<file path="src/rtl/johnson_pkg.sv">
// johnson_pkg
//   Shared definitions for the Johnson (twisted-ring) counter.
//   jc_legal(q, w) : 1 when the low w bits of q form one of the 2*w legal
//                    ring codes (at most one 0/1 boundary between neighbours).
//   jc_index(q, w) : position of a legal code in the forward sequence,
//                    0 for an illegal code.
//   Both take the code zero-extended to JC_MAX_W bits plus the live width,
//   so one function body serves every instance width up to JC_MAX_W.
package johnson_pkg;

    localparam int JC_MAX_W = 32;
    localparam int JC_IDX_W = $clog2(2 * JC_MAX_W);

    // What the ring register does at the next rising edge.
    typedef enum logic [1:0] {
        JC_HOLD  = 2'd0,
        JC_CLEAR = 2'd1,
        JC_FIX   = 2'd2,
        JC_STEP  = 2'd3
    } jc_action_e;

    // Legal codes are 0..01..1 and 1..10..0, i.e. exactly the patterns with
    // no more than one place where adjacent bits differ.
    function automatic logic jc_legal(input logic [JC_MAX_W-1:0] q, input int w);
        int edges;
        edges = 0;
        for (int i = 0; i < JC_MAX_W - 1; i++) begin
            if ((i < w - 1) && (q[i] != q[i+1])) begin
                edges = edges + 1;
            end
        end
        return (edges <= 1);
    endfunction

    // With MSB clear the code has k low ones -> index k. With MSB set the
    // code is all-ones followed by j low zeros -> index w+j = 2w-popcount.
    function automatic logic [JC_IDX_W-1:0] jc_index(input logic [JC_MAX_W-1:0] q, input int w);
        int ones;
        ones = 0;
        for (int i = 0; i < JC_MAX_W; i++) begin
            if (i < w) begin
                ones = ones + int'(q[i]);
            end
        end
        if (!jc_legal(q, w)) begin
            return '0;
        end
        if (q[w-1] == 1'b0) begin
            return JC_IDX_W'(ones);
        end
        return JC_IDX_W'(2 * w - ones);
    endfunction

endpackage

</file>
<file path="src/rtl/johnson_decode.sv">
// johnson_decode
//   Combinational decode of the ring contents.
//   Ports:
//     q       in  WIDTH  ring register contents
//     idx     out IDXW   sequence position of q (0 for an illegal code)
//     illegal out 1      q is not one of the 2*WIDTH legal codes
module johnson_decode
    import johnson_pkg::*;
#(
    parameter int WIDTH = 4,
    localparam int IDXW = $clog2(2 * WIDTH)
) (
    input  logic [WIDTH-1:0] q,
    output logic [IDXW-1:0]  idx,
    output logic             illegal
);

    always_comb begin
        idx     = IDXW'(jc_index(JC_MAX_W'(q), WIDTH));
        illegal = ~jc_legal(JC_MAX_W'(q), WIDTH);
    end

endmodule

</file>
<file path="src/rtl/johnson_counter.sv">
// johnson_counter
//   Parameterised twisted-ring counter, 2*WIDTH states, with index decode,
//   boundary (wrap) pulse and one-cycle recovery from illegal codes.
//   Ports:
//     clk     in  1      rising-edge clock
//     reset   in  1      asynchronous reset, active low (q -> 0)
//     en      in  1      count enable (hold when 0)
//     up      in  1      1 = forward shift, 0 = reverse shift
//     clr     in  1      synchronous clear, beats illegal fix and en
//     q       out WIDTH  ring register
//     idx     out IDXW   position of q in the sequence
//     wrap    out 1      next edge crosses the sequence boundary
//     illegal out 1      q holds a non-ring code
module johnson_counter
    import johnson_pkg::*;
#(
    parameter int WIDTH = 4,
    localparam int IDXW = $clog2(2 * WIDTH)
) (
    input  logic             clk,
    input  logic             reset,
    input  logic             en,
    input  logic             up,
    input  logic             clr,
    output logic [WIDTH-1:0] q,
    output logic [IDXW-1:0]  idx,
    output logic             wrap,
    output logic             illegal
);

    logic [WIDTH-1:0] q_r;
    jc_action_e       action;

    johnson_decode #(.WIDTH(WIDTH)) u_decode (
        .q       (q_r),
        .idx     (idx),
        .illegal (illegal)
    );

    // Priority: clear, then illegal-code repair (independent of en), then count.
    always_comb begin
        action = JC_HOLD;
        if (clr) begin
            action = JC_CLEAR;
        end else if (illegal) begin
            action = JC_FIX;
        end else if (en) begin
            action = JC_STEP;
        end
    end

    always_ff @(posedge clk or negedge reset) begin
        if (!reset) begin
            q_r <= '0;
        end else begin
            case (action)
                JC_CLEAR, JC_FIX: q_r <= '0;
                JC_STEP: begin
                    if (up) begin
                        q_r <= {q_r[WIDTH-2:0], ~q_r[WIDTH-1]};
                    end else begin
                        q_r <= {~q_r[0], q_r[WIDTH-1:1]};
                    end
                end
                default: q_r <= q_r;
            endcase
        end
    end

    // Forward wraps out of the last index, reverse wraps out of index 0.
    always_comb begin
        wrap = (action == JC_STEP) &&
               (up ? (idx == IDXW'(2 * WIDTH - 1)) : (idx == '0));
    end

    assign q = q_r;

endmodule

</file>
<file path="config.mk">
export PLATFORM = sky130hd
export DESIGN_NAME = johnson_counter
export DESIGN_NICKNAME = d
export VERILOG_FILES = /design/src/rtl/johnson_pkg.sv /design/src/rtl/johnson_decode.sv /design/src/rtl/johnson_counter.sv
export SDC_FILE = /design/constraint.sdc
export NUM_CORES = 1
export LEC_CHECK = 0
export CORE_MARGIN = 3
export CORE_UTILIZATION = 30
export CTS_CLUSTER_SIZE = 30
export DETAILED_ROUTE_END_ITERATION = 10
export GPL_TIMING_DRIVEN = 0
export PLACE_DENSITY_LB_ADDON = 0.08
export SYNTH_ARGS = -nofsm -noshare
export SYNTH_HDL_FRONTEND = slang
export SYNTH_SLANG_ARGS = --single-unit
</file>
<file path="constraint.sdc">
create_clock -name clk -period 5.45 [get_ports clk]
set_input_delay 1.09 -clock clk [delete_from_list [all_inputs] [get_ports clk]]
set_output_delay 1.09 -clock clk [all_outputs]
set_load 0.1 [all_outputs]
</file>
=== After elaboration in Yosys (flattened, before gate mapping) ===
Index checks and enable logic that the tools add are counted.

* Input port bits: 5
* Output and inout bits: 9
* Word-level logic and storage cells: 37
* Register bits after elaboration: 4

* Equal/unequal tests: 7
* Magnitude comparators: 1
* Add/subtract/negate cells: 6
* Mux-type cells: 15
* Reduce and logical (&&, ||, !) cells: 4
* Bitwise operators: 3

{| class="wikitable"
|+ Operators with widths
! operator !! number
|-
| 32-bit by 2-bit adder with 32-bit output (second input constant) || 2
|-
| 32-bit 2-to-1 mux || 2
|-
| 32-bit by 2-bit <= comparator with 1-bit output (second input constant) || 1
|-
| 3-bit 2-to-1 mux || 4
|-
| 4-bit one-hot mux with 2 select lines || 1
|-
| 2-bit 2-to-1 mux || 3
|-
| 2-bit equality test (second input constant) || 2
|-
| 1-bit 2-to-1 mux || 4
|-
| 4-bit 2-to-1 mux || 1
|-
| 2-bit by 1-bit adder with 3-bit output || 1
|-
| 3-bit by 2-bit adder with 3-bit output || 1
|-
| 3-bit equality test (second input constant) || 1
|-
| 3-bit logical NOT || 1
|-
| 1-bit inequality test || 3
|-
| 1-bit NOT || 3
|-
| 1-bit by 3-bit subtractor with 3-bit output (first input constant) || 1
|-
| 1-bit by 1-bit adder with 2-bit output || 1
|-
| 2-bit by 1-bit equality test with 1-bit output (second input constant) || 1
|-
| 2-bit nonzero test || 1
|-
| 2-bit OR reduction || 1
|-
| 1-bit logical AND || 1
|}

=== Depth between registers and ports, before layout ===
* Depth after elaboration: 14
* Mapped depth: 9

=== Cells and area by module ===
From an unflattened synthesis, not the netlist that was laid out.

* Cells, all modules: 51
* Area total of the unflattened synthesis: 479.2 µm²

{| class="wikitable"
|+ Modules (own cells, without submodules)
! module !! instances !! area each (µm²) !! cells each
|-
| johnson_counter || 1 || 245.2 || 24
|-
| johnson_decode || 1 || 234.0 || 27
|}

=== Least setup slack after synthesis ===
OpenSTA, ideal clock, no wires.

* Path kind: reg-to-output
* From: register q_r[3], in the netlist q[3]
* To: output port wrap
* Arrival: 4196 ps
* Stages on the path, launching flop included: 10
* Buffers on the path: 0
* Slack: 164 ps
* Cells stage by stage: dfrtp_1 fa_1 ha_1 ha_1 inv_1 ha_1 and2b_1 xnor2_1 or3_1 a211oi_2

* Cells in the longest elaborated chain, start to end: 7

{| class="wikitable"
|+ Ends and longest elaborated chain
! item !! RTL line !! source
|-
| from (decl) || johnson_counter.sv:31 || <nowiki>logic [WIDTH-1:0] q_r;</nowiki>
|-
| from (signal assigned) || johnson_counter.sv:60 || <nowiki>q_r <= {q_r[WIDTH-2:0], ~q_r[WIDTH-1]};</nowiki>
|-
| from (signal assigned) || johnson_counter.sv:62 || <nowiki>q_r <= {~q_r[0], q_r[WIDTH-1:1]};</nowiki>
|-
| from (signal assigned) || johnson_counter.sv:65 || <nowiki>default: q_r <= q_r;</nowiki>
|-
| 1-bit inequality test, or another cell as far along || johnson_pkg.sv:28 || <nowiki>if ((i < w - 1) && (q[i] != q[i+1])) begin</nowiki>
|-
| 32-bit 2-to-1 mux, or another cell as far along || johnson_pkg.sv:28 ||
|-
| 32-bit by 2-bit <= comparator with 1-bit output or 3-bit 2-to-1 mux (tied branches) || johnson_pkg.sv:32, johnson_pkg.sv:51 ||
|-
| 3-bit 2-to-1 mux or 2-bit 2-to-1 mux (tied branches) || johnson_pkg.sv:48, johnson_counter.sv:45 ||
|-
| 3-bit equality test, or another cell as far along || johnson_counter.sv:73 || <nowiki>(up ? (idx == IDXW'(2 * WIDTH - 1)) : (idx == '0));</nowiki>
|-
| 1-bit 2-to-1 mux or 2-bit equality test (tied branches) || johnson_counter.sv:73, johnson_counter.sv:72 ||
|-
| 1-bit logical AND * || johnson_counter.sv:72 || <nowiki>wrap = (action == JC_STEP) &&</nowiki>
|-
| to (decl) || johnson_counter.sv:27 || <nowiki>output logic wrap,</nowiki>
|}

Every way passes the cells marked *; elsewhere a longest branch is shown, timed or not. The select of a mux whose other input is x is not followed.

=== Worst setup path in the final report ===
Same ends and word-level chain as after synthesis.

==> summary.md <==
| Metric | Value |
|---|---|
| Number of flip-flops in the largest register | `4` |
| Max-Cap Viols | `0` |
| Post-synthesis net count | `58` |
| Layout net count | `74` |
| Syn Inst Count | `46` |
| Placer Congestion | `0.637` |
| Vias per cell | `4.88` |
| Worst Hold Class | `reg2reg` |
| FF+latch count, synth | `4` |
| Worst Path Max Fanout | `8` |
| Core area | `1220 um^2` |
| Distinct cells, synth | `22` |
| Final Hold Fails | `0` |
| Post-place instance area | `553 um^2` |
| Clock sinks | `4` |
| Worst VDD drop | `0.256 mV` |
| Ports | `14` |
| Area of the multi-input gates | `303 um^2` |
| Startpoint Class | `register` |
| DRT Wirelength | `812 um` |
| Slew HR | `35.1%` |
| I/O Buffers | `11` |
| Die Height | `43.7 um` |
| Clock buffer count from CTS | `3` |
| Largest net degree at the start of global routing | `10` |
| CTS tree | `built` |
| Number of diodes | `0` |
| Hold Crit Start | `q[0]$_DFFE_PN0P_` |
| Final instance area | `576 um^2` |
| RSZ-0062 raised after global routing | `false` |
| Layout cells sized above 1 | `11.7%` |
| Crit Path Class | `reg2out` |
| Measured slew at the worst slew-check pin | `0.971 ns` |
| Setup slack, reg-to-reg | `3.69 ns` |
| Outcome | `finished, final reports clean` |
| Post-route minimum period | `5.03 ns` |
| Starting Density | `35.0%` |
| Via count | `361` |
| Initial antenna violation count | `0` |
| Post-synthesis sequential area ratio | `23.5%` |
| Area grow syn2layout | `35.3%` |
| Crit path DAT | `3.94 ns` |
| DIE WIDTH | `43.7 um` |
| Endpoint, Worst Hold | `q[0]$_DFFE_PN0P_` |
| Worst reg2reg startpoint | `q[1]$_DFFE_PN0P_` |
| Die ar. | `1910 um^2` |
| Initial drt markers | `3` |
| Sequential cell area | `100 um^2` |
| Clk slew on worst S/H paths | `0.04 ns` |
| First-pass GRT wire length | `1470 um` |
| Critical Path End Type | `output port` |
| GRT overflow | `0` |
| Fmax | `0.199 GHz` |
| Post-synthesis cell area | `425 um^2` |
| Clock Latency Late Sink | `0.23 ns` |
| Worst EP required | `4.36 ns` |
| FF-to-FF End | `q[2]$_DFFE_PN0P_` |
| Post-CTS Setup Inserts | `0` |
| Static Leak | `0.259 nW` |
| Total iterations of the first detailed-routing run | `2` |
| Yosys Warn Count | `0` |
| Clock buffer depth | `2` |
| Reg2reg path depth | `5` |
| Number of global-route vias before repair | `342` |
| Final Setup Violations | `0` |
| Setup_tns | `0 ns` |
| Fillers | `131` |
| Post-CTS Hold Fix Bufs | `0` |
| WL per Instance | `11.0 um` |
| Worst hold path depth | `2` |
| Slew Viols, Final | `0` |
| # DRC | `0` |
| Clock Skew | `0.00222 ns` |
| Post-route ant nets | `0` |
| PostCTS Resize Cnt | `0` |
| Total Routing Usage GR | `10.0%` |
| Std cell rows | `12` |
| Post-DP HPWL | `658 um` |
| Average cell area after synthesis | `9.25 um^2` |
| Final Cycle Share | `92.2%` |
| H-tree depth | `1` |
| Pwr/cell area | `424 nW/um^2` |
| Clock Tree Root | `clkbuf_4` |
[how the worst max path moves through the flow]
stage                     start  endpoint  slack (ns)  depth (start not counted)
2_1_floorplan  q[3]$_DFFE_PN0P_      wrap        0.16                          9
3_3_place_gp   q[3]$_DFFE_PN0P_      wrap        0.64                         10
3_5_place_dp   q[3]$_DFFE_PN0P_      wrap        0.65                         10
4_1_cts        q[3]$_DFFE_PN0P_      wrap        0.39                         10
5_1_grt        q[3]$_DFFE_PN0P_      wrap        0.22                         10
6_report       q[3]$_DFFE_PN0P_      wrap        0.42                         10
[layout by cell type (no fill, tap or decap), drive strengths merged, types with 2 or more instances in the layout]
| cell type | count |
|---|---|
| a2111oi | 2 |
| ha | 6 |
| clkbuf | 4 |
| nor2 | 7 |
| clkdlybuf4s50 | 11 |
| mux2i | 5 |
| xnor2 | 2 |
| inv | 4 |
| o21ai | 3 |
| dfrtp | 4 |
| nor3 | 2 |
[per-stage QoR]
step,util (%),std cells,power [mW],worst slack (ns),hold slack [ns]
after CTS,47.3,74,0.248,0.394,0.717
final,47.3,74,0.244,0.425,0.708
after global placement,45.5,71,0.210,0.639,0.719
after global routing,47.3,74,0.261,0.221,0.773
after detailed placement,45.5,71,0.211,0.650,0.712
after floorplan,-,46,0.174,0.164,0.794
[area by class of cell]
type	instances	area share, %
multi-input cells	36	52.6
plain buffers	2	1.30
clock buffers	3	3.91
inverters	4	2.61
flip-flops and latches	4	17.4
repair buffers	11	19.1
well taps	14	3.04
[metal layers]
layer	routed length, um	global-route usage [%]
met4	0	0
met5	0	0
met2	334	14.5
met1	423	14.2
met3	54	4.98
[cell usage after synthesis]
library cell | number | area, um^2
xor2_1 | 1 | 8.76
o21ai_1 | 1 | 5.00
nor2_1 | 7 | 26.3
ha_1 | 6 | 75.1
a2111oi_2 | 2 | 30.0
o21ai_0 | 1 | 5.00
buf_1 | 1 | 3.75
nand4_1 | 1 | 6.26
a211oi_2 | 1 | 12.5
clkbuf_1 | 1 | 3.75
a21oi_1 | 1 | 5.00
o21ai_2 | 1 | 8.76
inv_1 | 4 | 15.0
and2b_1 | 1 | 7.51
nand3_1 | 1 | 5.00
xnor2_1 | 2 | 17.5
dfrtp_1 | 4 | 100
mux2i_1 | 5 | 50.1
nor3_1 | 2 | 10.0
nand2_1 | 1 | 3.75
fa_1 | 1 | 20.0
or3_1 | 1 | 6.26
[worst max-delay path: stages (launching register included)]
cell and delay (ns):
dfrtp_1 0.50, fa_1 0.47, ha_1 0.20, ha_1 0.28
inv_1 0.06, ha_1 0.12, and2b_1 0.18, xnor2_1 0.16
or3_1 0.40, a211oi_2 0.18, clkdlybuf4s50_1 1.16
[cell families (layout without fill, tap and decap cells)]
kind of cell | count (synthesis) | in the layout | synth area share, %
DFF | 4 | 4 | 23.5
AOI/OAI and AO/OA | 7 | 7 | 15.6
and+or+nand+nor | 14 | 14 | 15.3
adders and majority gates | 7 | 7 | 22.4
muxes | 5 | 5 | 11.8
xor gates and xnor gates | 3 | 3 | 6.18
buffers and inverters | 6 | 20 | 5.29
[where the power goes]
group          internal, mW  switching [mW]
registers            0.0331         0.00735
logic                0.0430           0.125
clock network        0.0246          0.0109
total                 0.101           0.143
Note: power is estimated with default switching activity, not from simulation.
